**src/rtl/sprite_move_scheduler.sv**
```systemverilog
// sprite_move_scheduler: PS/2 scancodes -> queued box moves, one applied per video frame
module sprite_move_scheduler #(
    parameter int MOVE_STEP  = 10,
    parameter int BOX_W      = 64,
    parameter int BOX_H      = 48,
    parameter int H_RES      = 640,
    parameter int V_RES      = 480,
    parameter int INIT_X     = 320,
    parameter int INIT_Y     = 240,
    parameter int FIFO_DEPTH = 4
) (
    input  logic                          iVGA_CLK,
    input  logic                          iRST_n,
    input  logic [7:0]                    key_in,
    input  logic                          key_en,
    input  logic                          vs_in,
    output logic [9:0]                    pos_x,
    output logic [9:0]                    pos_y,
    output logic                          upd,
    output logic [$clog2(FIFO_DEPTH):0]   q_level,
    output logic [7:0]                    drop_cnt
);
    localparam int AW = $clog2(FIFO_DEPTH);
    localparam logic [AW:0] ONE  = 1;
    localparam logic [AW:0] FULL = (AW+1)'(FIFO_DEPTH);
    localparam logic [9:0] STEP  = 10'(MOVE_STEP);
    localparam logic [9:0] X_MAX = 10'(H_RES - 1 - BOX_W);
    localparam logic [9:0] Y_MAX = 10'(V_RES - 1 - BOX_H);
    localparam logic [1:0] C_UP = 2'd0, C_DOWN = 2'd1, C_LEFT = 2'd2, C_RIGHT = 2'd3;

    typedef enum logic [1:0] {S_IDLE, S_EXT, S_BRK} state_t;

    state_t      state_q, state_d;
    logic        push_q, push_d, upd_q, upd_d, vs_q, vs_d;
    logic [1:0]  code_q, code_d, cmd;
    logic [1:0]  mem_q [FIFO_DEPTH];
    logic [1:0]  mem_d [FIFO_DEPTH];
    logic [AW:0] wr_q, wr_d, rd_q, rd_d, level;
    logic [7:0]  drop_q, drop_d;
    logic [9:0]  pos_x_q, pos_x_d, pos_y_q, pos_y_d;
    logic [10:0] sum_x, sum_y;
    logic        is_dir, full, pop, do_wr;

    // scancode decoder: prefixes steer the state, direction makes register a push for next cycle
    always_comb begin
        is_dir  = key_in inside {8'h75, 8'h72, 8'h6B, 8'h74};
        state_d = state_q;
        push_d  = 1'b0;
        code_d  = code_q;
        if (key_en) begin
            push_d  = is_dir && state_q != S_BRK;
            code_d  = key_in == 8'h75 ? C_UP : key_in == 8'h72 ? C_DOWN :
                      key_in == 8'h6B ? C_LEFT : C_RIGHT;
            state_d = state_q == S_BRK ? S_IDLE :
                      key_in == 8'hF0 ? S_BRK :
                      (key_in == 8'hE0 && state_q == S_IDLE) ? S_EXT : S_IDLE;
        end
    end

    // command queue and frame tick: a full queue still accepts a push when a pop frees a slot
    always_comb begin
        level  = wr_q - rd_q;
        full   = level == FULL;
        vs_d   = vs_in;
        pop    = vs_q && !vs_in && level != '0;
        do_wr  = push_q && (!full || pop);
        wr_d   = do_wr ? wr_q + ONE : wr_q;
        rd_d   = pop ? rd_q + ONE : rd_q;
        drop_d = (push_q && full && !pop && drop_q != 8'hFF) ? drop_q + 8'd1 : drop_q;
        mem_d  = mem_q;
        if (do_wr)
            mem_d[wr_q[AW-1:0]] = code_q;
        cmd    = mem_q[rd_q[AW-1:0]];
        upd_d  = pop;
    end

    // clamped position update, only on a popping tick so the box holds still during active video
    always_comb begin
        sum_x   = {1'b0, pos_x_q} + {1'b0, STEP};
        sum_y   = {1'b0, pos_y_q} + {1'b0, STEP};
        pos_x_d = pos_x_q;
        pos_y_d = pos_y_q;
        if (pop) begin
            pos_y_d = cmd == C_UP ? (pos_y_q < STEP ? '0 : pos_y_q - STEP) :
                      cmd == C_DOWN ? (sum_y > {1'b0, Y_MAX} ? Y_MAX : sum_y[9:0]) : pos_y_q;
            pos_x_d = cmd == C_LEFT ? (pos_x_q < STEP ? '0 : pos_x_q - STEP) :
                      cmd == C_RIGHT ? (sum_x > {1'b0, X_MAX} ? X_MAX : sum_x[9:0]) : pos_x_q;
        end
    end

    // all state; reset flushes the queue and drops any pending prefix
    always_ff @(posedge iVGA_CLK or negedge iRST_n) begin
        if (!iRST_n) begin
            state_q <= S_IDLE;
            push_q  <= 1'b0;
            code_q  <= '0;
            upd_q   <= 1'b0;
            vs_q    <= 1'b1;
            wr_q    <= '0;
            rd_q    <= '0;
            drop_q  <= '0;
            pos_x_q <= 10'(INIT_X);
            pos_y_q <= 10'(INIT_Y);
            for (int i = 0; i < FIFO_DEPTH; i++)
                mem_q[i] <= '0;
        end else begin
            state_q <= state_d;
            push_q  <= push_d;
            code_q  <= code_d;
            upd_q   <= upd_d;
            vs_q    <= vs_d;
            wr_q    <= wr_d;
            rd_q    <= rd_d;
            drop_q  <= drop_d;
            pos_x_q <= pos_x_d;
            pos_y_q <= pos_y_d;
            mem_q   <= mem_d;
        end
    end

    assign pos_x    = pos_x_q;
    assign pos_y    = pos_y_q;
    assign upd      = upd_q;
    assign q_level  = level;
    assign drop_cnt = drop_q;
endmodule

```
**config.mk**
```make
export PLATFORM = sky130hd
export DESIGN_NAME = sprite_move_scheduler
export DESIGN_NICKNAME = d
export VERILOG_FILES = /design/src/rtl/sprite_move_scheduler.sv
export SDC_FILE = /design/constraint.sdc
export NUM_CORES = 1
export LEC_CHECK = 0
export BUFFER_PORTS_ARGS = -buffer_cell sky130_fd_sc_hd__buf_2
export CORE_MARGIN = 2
export CORE_UTILIZATION = 55
export CTS_BUF_LIST = sky130_fd_sc_hd__clkbuf_8
export CTS_CLUSTER_DIAMETER = 200
export DETAILED_ROUTE_END_ITERATION = 16
export GPL_TIMING_DRIVEN = 0
export PLACE_DENSITY = 0.81
export SLEW_MARGIN = 20
export SYNTH_ARGS = -nofsm -noshare
export SYNTH_HDL_FRONTEND = slang
export SYNTH_SLANG_ARGS = --single-unit
export TNS_END_PERCENT = 50
```
**constraint.sdc**
```tcl
create_clock -name iVGA_CLK -period 2.4 [get_ports iVGA_CLK]
set_input_delay 0.24 -clock iVGA_CLK [delete_from_list [all_inputs] [get_ports iVGA_CLK]]
set_output_delay 0.24 -clock iVGA_CLK [all_outputs]
set_load 0.005 [all_outputs]
```
# Word-level counts from Yosys, hierarchy flattened
# Index checks and enable logic that the tools add are counted.
# word_totals
register_bits	49
wordCells	86
# op_classes
eq_ne	13
n_lt_le_gt_ge	7
bitwise	2
reduce_logical	21
muxes	21
n_addsub	8
# op_table
op	n
$mux W10	8
$eq A8 B7 Y1 const B	4
$add A10 B4 Y11 const B	2
$lt A10 B4 Y1 const B	2
$sub A10 B4 Y10 const B	2
$eq A8 B8 Y1 const B	2
$mux W2	7
$gt A11 B10 Y1 const B	1
$gt A11 B9 Y1 const B	1
$logic_and A1 B1 Y1	9
$add A8 B1 Y8 const B	1
$bwmux W8	1
$ne A8 B8 Y1 const B	1
$add A3 B1 Y3 const B	2
$eq A2 B2 Y1 const B	3
$ge A3 B3 Y1 const B	2
$not A2 Y3	2
$bmux W2 S2	1
$demux W2 S2	1
$logic_not A2 Y1	2
$reduce_and A2 Y1	2
$reduce_bool A2 Y1	2
$reduce_bool A4 Y1	1
$eq A3 B3 Y1 const B	1
other kinds (8)	12

# Longest topological paths before layout
# Gate-level depths: netlist of run 1.
# logic_depth
depth_word	7
depth_mapped	10
depth_no_buf	9

# Least setup slack after synthesis of run 1
# No wires, ideal clock.
# synth_path
kind	register to register
startpoint	register pos_y_q[2] (netlist: pos_y[2])
endpoint	register pos_y_q[7] (netlist: pos_y[7])
arrival_ns	2.290
period_less_slack_ns	2.372
slack_ns	0.028
t_required_ns	2.319
setup_time_ns	0.081
path_stages_with_launch	9
cell_sequence	dfrtp_1 > ha_1 > buf_2 > or2_0 > or4_1 > o211a_2 > o21a_1 > o311a_1 > a211oi_2
# synth_between
elab_chain_len	5
elab_cells_between_ends	8
classes_between	2 x add/sub; 2 x order compare; 4 x mux
# synth_lines
item	line_no	rtl
start, declared	40	logic [9:0] pos_x_q, pos_x_d, pos_y_q, pos_y_d;
start signal, assigned	103	pos_y_q <= 10'(INIT_Y);
start signal, assigned	116	pos_y_q <= pos_y_d;
$add A10 B4 Y11	80	sum_y = {1'b0, pos_y_q} + {1'b0, STEP};
$gt A11 B9 Y1	85	cmd == C_DOWN ? (sum_y > {1'b0, Y_MAX} ? Y_MAX : sum_y[9:0]) : pos_y_q;
$mux W10 (2 in a row)	85	
$mux W10 (*)	84	pos_y_d = cmd == C_UP ? (pos_y_q < STEP ? '0 : pos_y_q - STEP) :
# Mark *: on every way between the ends. The rest lies on a longest branch, timed or not. The select of a mux whose other input is x is not followed.
# A chain may end at the register's enable or synchronous reset.

# Worst setup path in the final report of run 1
# Ends and elaborated chain as after synthesis.

==> results of run 1 <==
## layer usage
layer  vias up  track usage [%]  share of wire (%)  wire length [um]
li1       1628                -                  -                 -
met1      1576             35.1                 45              4020
met2       174             39.8                 47              4240
met5         -                0                  0                 0
met4         0             7.30                1.3               119
met3        20             3.78                7.1               644
## kinds of logic after synthesis
family          count (synthesis)
mux                             9
fa+ha+maj                      14
simple gates                  143
compound gates                124
flops                          49
xor+xnor                       17
buf+inv                        45
## cells in the mapped netlist, types with 3 or more instances
| master | instances | share of area, % |
|---|---|---|
| nor2b_1 | 4 | 0.72 |
| clkbuf_1 | 12 | 1.3 |
| a21o_1 | 3 | 0.65 |
| a211oi_1 | 5 | 1.1 |
| nand4_1 | 6 | 1.1 |
| o21ai_0 | 32 | 4.6 |
| mux2_2 | 6 | 2.0 |
| nor2_1 | 32 | 3.5 |
| a22oi_1 | 3 | 0.65 |
| o22ai_1 | 9 | 1.6 |
| nor4_1 | 6 | 1.1 |
| a32oi_1 | 3 | 0.76 |
| buf_2 | 11 | 1.6 |
| dfrtp_1 | 42 | 30 |
| ha_1 | 13 | 4.7 |
| and3_1 | 6 | 1.1 |
| nand2_1 | 42 | 4.6 |
| nand3_1 | 14 | 2.0 |
| dfstp_2 | 7 | 5.3 |
| and4_1 | 4 | 1.0 |
| and2_1 | 4 | 0.72 |
| o311ai_0 | 4 | 1.0 |
| a31oi_1 | 10 | 1.8 |
| a21oi_1 | 17 | 2.5 |
| o31ai_1 | 3 | 0.65 |
| inv_1 | 20 | 2.2 |
| o31a_1 | 3 | 0.76 |
| nor3_1 | 8 | 1.2 |
| xor2_1 | 8 | 2.0 |
| xnor2_1 | 8 | 2.0 |
## stage by stage
stage               cell area [um^2]  util [%]
finish                          4230      70.7
floorplan                       3460         -
global placement                3760      62.8
global route                    4230      70.7
detailed placement              3760      62.8
CTS                             3980      66.4
## power by group
group | switching, mW | internal (mW) | leakage, nW
clock network | 0.292 | 0.202 | 0.0416
registers | 0.212 | 1.03 | 0.614
logic | 1.64 | 1.10 | 1.17
## state kept, by name, indices dropped and copies added (netlist names)
register,flops
code_q,2
drop_cnt,8
mem_q,8
pos_x,10
pos_y,10
push_q,1
rd_q,3
state_q,2
upd,1
vs_q,1
wr_q,3
## how the worst max path moves through the flow
stage | cells after the start | to | from
2_1_floorplan | 8 | pos_y[7] | pos_y[2]
3_3_place_gp | 7 | pos_y[6] | rd_q[0]
3_5_place_dp | 8 | pos_y[6] | wr_q[0]
4_1_cts | 8 | pos_x[8] | pos_x[1]
5_1_grt | 9 | pos_y[0] | wr_q[0]
6_report | 7 | pos_y[7] | pos_y[2]
## layout make-up
cell class	instances	share of cell area [%]
multi-input cells	307	52.6
flip-flops and latches	49	29.3
repair buffers	63	8.81
plain buffers	22	3.28
well taps	75	2.22
inverters	20	1.77
clock buffers	5	1.63
clock inverters	3	0.443
## cell usage in the layout (no fill, tap or decap), types with 4 or more instances in the layout
master	n
a211oi_2	4
nand3_1	14
and2_1	4
buf_2	45
and3_1	5
o22ai_1	8
a31oi_1	10
dfstp_2	7
nand4_1	6
clkbuf_1	4
inv_1	21
a21oi_1	15
nor2_1	31
clkbuf_8	5
nor3_1	6
o21ai_0	29
xor2_1	8
clkbuf_2	5
xnor2_1	8
buf_4	25
ha_1	12
mux2_2	6
nand2_1	42
dfrtp_1	39
nor4_1	5
## repair_timing
item,4_1_cts,5_1_grt
gates resized for setup,30,46
buffers inserted,5,15
pin swaps,3,6
hold endpoints to repair,0,1
hold buffers,0,1
setup endpoints to repair,27,32
cloned,0,0
==> results_tabular.tex, run 1 <==
\begin{tabular}{lr}
\hline
Metric & Value \\
\hline
\multicolumn{2}{l}{\textbf{Global route}} \\
\quad Largest net degree at the start of global routing & 50 \\
\quad Via count of the first global-routing pass & 2979 \\
\quad Global Route Usage Sum & 24.9\% \\
\quad Global-route wire length before repair & 14.4 mm \\
\quad GR Overflow Total & 0 \\
\quad Number of antenna violations at the first check in global routing & 0 \\
\multicolumn{2}{l}{\textbf{Synth}} \\
\quad EDFF count, synth & 0 \\
\quad Combined area of all synthesized cells & 0.00346 mm\^{}2 \\
\quad Flops \& latches, synth & 49 \\
\quad Parity-gate share of the synthesized area counting xor and xnor cells & 4.71\% \\
\quad Simple-gate portion of the synthesized area & 20.7\% \\
\quad Dominant combinational cell family by area after synthesis & compound AO/OA/AOI/OAI gates \\
\quad Avg Cell Area, Syn & 8.62 um\^{}2 \\
\quad Number of distinct library cells after synthesis & 70 \\
\quad Dominant register cell in the synthesized netlist & dfrtp\_1 \\
\quad Sequential fraction of the synthesis area & 35.7\% \\
\quad Yosys Warn Count & 0 \\
\quad Adder-cell share of the synthesized area & 5.29\% \\
\quad Synth Net Count & 427 \\
\quad Post-synthesis async set-or-reset flop share & 100\% \\
\quad Synthesized instance count & 401 \\
\quad Fraction of the mapped netlist area in compound gates & 24.7\% \\
\quad Mux cell area share after synthesis & 3.55\% \\
\multicolumn{2}{l}{\textbf{Floorplan}} \\
\quad Die outline width & 83.3 um \\
\quad Die height & 83.3 um \\
\quad Standard-cell row count & 28 \\
\quad Area of the core & 0.00599 mm\^{}2 \\
\quad Die area & 0.00693 mm\^{}2 \\
\quad Initial cell density of the core & 57.7\% \\
\quad Top-Level Pins & 44 \\
\multicolumn{2}{l}{\textbf{Placed design}} \\
\quad Worst-case setup slack after placement & -0.403 ns \\
\quad Estimated wirelength of the detail-placed design & 5.92 mm \\
\quad Placed cell count & 518 \\
\quad GPL Wtd Cong & 0.933 \\
\quad PortBufs & 42 \\
\multicolumn{2}{l}{\textbf{STA}} \\
\quad Hold slack final & 0.0286 ns \\
\quad Final worst slack & 0.00419 ns \\
\quad Unrepaired setup endpoints after global routing & true \\
\quad Final-report setup violation count & 0 \\
\quad Final critical-path share of the clock period & 99.8\% \\
\quad Highest clock frequency the design can meet & 417 MHz \\
\quad Final worst path period need & 2.40 ns \\
\quad Hold violation total from the final report & 0 \\
\quad Worst slew margin & 53.4\% \\
\quad Post-route clock skew & 0.0121 ns \\
\quad Setup total negative slack & 0 ns \\
\quad Max-slew violation count & 0 \\
\quad Worst-Margin Slew & 0.693 ns \\
\multicolumn{2}{l}{\textbf{Power}} \\
\quad Post-layout power & 4.48 mW \\
\quad PwrDens & 1060 mW/mm\^{}2 \\
\quad Pleak & 1.82 nW \\
\quad Max IR drop VDD & 0.806 mV \\
\multicolumn{2}{l}{\textbf{Drt}} \\
\quad ANT nets after route & 0 \\
\quad Via-per-instance ratio & 6.25 \\
\quad WL final & 9.02 mm \\
\quad Wire length per cell after detailed routing & 16.6 um \\
\quad Via count of the routed design & 3398 \\
\quad First-pass detailed-route iteration total & 5 \\
\quad DRT iter0 DRCs & 358 \\
\quad Residual DRC count & 0 \\
\multicolumn{2}{l}{\textbf{Worst setup path}} \\
\quad Arrival time at the worst endpoint & 2.61 ns \\
\quad R2R cell count & 7 \\
\quad Worst path max stage delay & 0.47 ns \\
\quad WS Path Type & reg2reg \\
\quad R2r setup slk & 0.004 ns \\
\quad Worst-path cell chain & ha\_4 > or2\_1 > or4\_1 > o211a\_2 > o21a\_1 > o311a\_1 > a211oi\_2 \\
\quad WP buf/inv & 0 \\
\quad Cell family with most CP delay & compound AO/OA/AOI/OAI gates \\
\quad Cell with the largest stage delay on the worst path & or4\_1 \\
\quad Startpoint of the worst-slack reg-to-reg timing path & pos\_y[2] \\
\quad Endpoint of the worst-slack reg-to-reg timing path & pos\_y[7] \\
\quad Worst Setup End Kind & flip-flop \\
\quad CP required & 2.62 ns \\
\quad Worst setup SP type & flip-flop \\
\quad Largest fanout on the critical path & 10 \\
\multicolumn{2}{l}{\textbf{Clock network}} \\
\quad Clock latency on the worst-skew pair & 0.31 ns \\
\quad Number of buffers added by the clock tree synthesis step & 5 \\
\quad Clock H-tree levels & 2 \\
\quad CTS tree & yes \\
\quad Cell at the root of the clock tree & clkbuf\_8 \\
\quad Clock buffer depth & 2 \\
\quad Sinks on the clock net & 49 \\
\quad Clock transition time at the flip-flop clock pins of the worst setup and hold paths & 0.09 ns \\
\multicolumn{2}{l}{\textbf{Run status}} \\
\quad Run status & finished, final reports clean \\
\multicolumn{2}{l}{\textbf{Job}} \\
\quad Max Cap Viol & 0 \\
\multicolumn{2}{l}{\textbf{Finish}} \\
\quad Register area & 0.00124 mm\^{}2 \\
\quad Share of cells above drive strength 1 & 29.2\% \\
\quad Layout fillers & 455 \\
\quad Area delta synth->final & 22.5\% \\
\quad Total area of multi-input combinational cells & 0.00223 mm\^{}2 \\
\quad Number of nets in the finished design & 494 \\
\quad Fin cells & 544 \\
\quad Antenna fix cells & 0 \\
\multicolumn{2}{l}{\textbf{Worst hold path}} \\
\quad Hold worst-path end & vs\_q \\
\quad Classification of the worst-slack hold path & in2reg \\
\quad Hold Path Origin & vs\_in \\
\quad Instance count along the most critical hold path & 1 \\
\hline
\end{tabular}
Power figures use the tool's default switching activity.
==> inputs of run 2 (changes only) <==
CORE_UTILIZATION = 48   (was 55)
PLACE_DENSITY = 0.73   (was 0.81)
==> run 2 against run 1 <==
  * Clock skew increased by 0.00088 ns
  * Final area increased by 1.9%
  * Routed wire length increased by 0.57%
  * Total power increased by 3.5%
  * Flip-flop and latch count unchanged
  * Worst setup slack improved by 0.041 ns
  * Maximum frequency increased by 1.7%
  * Highest routed layer unchanged
  * Combinational power about the same
  * Clock-buffer cell count unchanged
  * Core utilization decreased by 7.9 points
  * Final cell count increased by 4.0%
==> results_tabular.tex, run 2 (synthesis gave the netlist of run 1 again) <==
\begin{tabular}{lr}
\hline
Metric & Value \\
\hline
\multicolumn{2}{l}{\textbf{Clock network}} \\
\quad Clock H-tree levels & 2 \\
\quad Cell at the root of the clock tree & clkbuf\_8 \\
\quad Clock transition time at the flip-flop clock pins of the worst setup and hold paths & 0.10 ns \\
\quad Clock latency on the worst-skew pair & 0.32 ns \\
\quad Number of buffers added by the clock tree synthesis step & 5 \\
\quad Sinks on the clock net & 49 \\
\quad CTS tree & yes \\
\quad Clock buffer depth & 2 \\
\multicolumn{2}{l}{\textbf{Placed design}} \\
\quad PortBufs & 42 \\
\quad Cell area reported after detailed placement & 0.00381 mm\^{}2 \\
\quad GPL Wtd Cong & 0.966 \\
\quad Estimated wirelength of the detail-placed design & 6.14 mm \\
\multicolumn{2}{l}{\textbf{Floorplan}} \\
\quad Initial cell density of the core & 50.3\% \\
\quad Die outline width & 88.9 um \\
\quad Area of the core & 0.00687 mm\^{}2 \\
\quad Top-Level Pins & 44 \\
\quad Die area & 0.00789 mm\^{}2 \\
\quad Standard-cell row count & 30 \\
\quad Die height & 88.9 um \\
\multicolumn{2}{l}{\textbf{Job}} \\
\quad Max Cap Viol & 0 \\
\multicolumn{2}{l}{\textbf{STA}} \\
\quad Unrepaired setup endpoints after global routing & true \\
\quad Worst-Margin Slew & 0.800 ns \\
\quad Hold violation total from the final report & 0 \\
\quad Hold slack final & 0.0277 ns \\
\quad Final critical-path share of the clock period & 98.1\% \\
\quad Max-slew violation count & 0 \\
\quad Highest clock frequency the design can meet & 425 MHz \\
\quad Post-route clock skew & 0.0130 ns \\
\quad Final worst path period need & 2.35 ns \\
\quad Worst slew margin & 46.2\% \\
\quad Final-report setup violation count & 0 \\
\multicolumn{2}{l}{\textbf{Drt}} \\
\quad WL final & 9.07 mm \\
\quad DRT iter0 DRCs & 328 \\
\quad First-pass detailed-route iteration total & 5 \\
\quad Via-per-instance ratio & 6.06 \\
\quad ANT nets after route & 0 \\
\quad Wire length per cell after detailed routing & 16.0 um \\
\quad Residual DRC count & 0 \\
\quad Via count of the routed design & 3429 \\
\multicolumn{2}{l}{\textbf{Worst setup path}} \\
\quad Worst Setup End Kind & flip-flop \\
\quad R2R cell count & 8 \\
\quad CP required & 2.63 ns \\
\quad WS Path Type & reg2reg \\
\quad Worst setup SP type & flip-flop \\
\quad Largest fanout on the critical path & 10 \\
\quad Arrival time at the worst endpoint & 2.58 ns \\
\multicolumn{2}{l}{\textbf{Global route}} \\
\quad Via count of the first global-routing pass & 2970 \\
\quad Global-route wire length before repair & 14.4 mm \\
\quad Number of antenna violations at the first check in global routing & 0 \\
\quad Global Route Usage Sum & 23.0\% \\
\quad GR Overflow Total & 0 \\
\quad Largest net degree at the start of global routing & 30 \\
\multicolumn{2}{l}{\textbf{Finish}} \\
\quad Share of cells above drive strength 1 & 30.2\% \\
\quad Most common library cell in the layout ignoring fill and taps & buf\_2 \\
\quad Antenna fix cells & 0 \\
\quad Final standard cell area without fillers & 0.00431 mm\^{}2 \\
\quad Number of nets in the finished design & 495 \\
\quad Commonest cells after routing, fill and taps aside & buf\_2, nand2\_1, dfrtp\_1 \\
\quad Area delta synth->final & 24.8\% \\
\quad Layout fillers & 589 \\
\quad Final Util & 62.8\% \\
\multicolumn{2}{l}{\textbf{Power}} \\
\quad Post-layout power & 4.63 mW \\
\quad Max IR drop VDD & 0.598 mV \\
\quad Pleak & 1.83 nW \\
\quad PwrDens & 1070 mW/mm\^{}2 \\
\multicolumn{2}{l}{\textbf{Worst hold path}} \\
\quad Instance count along the most critical hold path & 1 \\
\quad Classification of the worst-slack hold path & in2reg \\
\multicolumn{2}{l}{\textbf{Run status}} \\
\quad Run status & finished, final reports clean \\
\hline
\end{tabular}
## run 2: changes by cell type in the layout (fill, tap and decap cells not counted), moves of 2 or more
cell and delta:
a31oi_1 -2, a31oi_2 +2, buf_2 +2, buf_4 -5, buf_6 +4, clkinvlp_4 -2, o311ai_1 +2
## run 2: worst max-delay path, stage by stage (launching register included)
cell	delay (ns)
dfrtp_2	0.44
buf_4	0.16
a21oi_2	0.21
buf_6	0.16
a211oi_1	0.08
o41a_1	0.43
o21a_1	0.25
o311a_1	0.35
a211oi_2	0.18
## run 2: layer usage
metal / vias up / track usage [%] / share of wire (%)
li1: 1636 / - / -
met1: 1626 / 33.1 / 45
met2: 152 / 36.6 / 47
met3: 15 / 3.54 / 6.0
met4: 0 / 5.79 / 1.1
met5: - / 0 / 0
## run 2: worst paths after layout
check                      endpoint  startpoint  slack [ns]
min in group asynchronous  pos_x[7]      iRST_n        0.41
min reg2reg                 rd_q[2]     rd_q[2]        0.48
max in group asynchronous  pos_y[7]      iRST_n        1.38
min                            vs_q       vs_in        0.03
max                        pos_y[7]    pos_y[2]        0.05
max reg2reg                pos_y[7]    pos_y[2]        0.05
## run 2: power by group
group | switching [mW] | internal (mW) | total [mW] | leakage [nW]
logic | 1.62 | 1.15 | 2.77 | 1.16
registers | 0.218 | 1.03 | 1.25 | 0.614
clock network | 0.307 | 0.309 | 0.616 | 0.0595
## run 2: repair_timing
item                                    4_1_cts  5_1_grt
setup buffers                                 7       14
resized for setup                            25       59
pin swaps                                     6       10
hold endpoints to repair                     17        0
hold buffers                                  1        0
endpoints found under the setup margin       29       29
gates cloned                                  0        0
## run 2: cell type report
type / instances / area, um^2 / area share [%]
tap: 96 / 120 / 2.79
clock buffer: 5 / 68.8 / 1.60
buffer: 21 / 144 / 3.34
multi-input combinational: 307 / 2220 / 51.5
clock inverter: 3 / 42.5 / 0.986
timing repair buffer: 65 / 402 / 9.31
sequential: 49 / 1240 / 28.7
inverter: 20 / 75.1 / 1.74
## run 2: metrics by stage
stage | setup TNS [ns] | std cells | setup WS, ns
floorplan | 0 | 401 | 0.0283
global placement | -3.70 | 539 | -0.284
detailed placement | -4.45 | 540 | -0.297
CTS | 0 | 554 | 0.00363
global route | -0.181 | 566 | -0.0361
finish | 0 | 566 | 0.0454
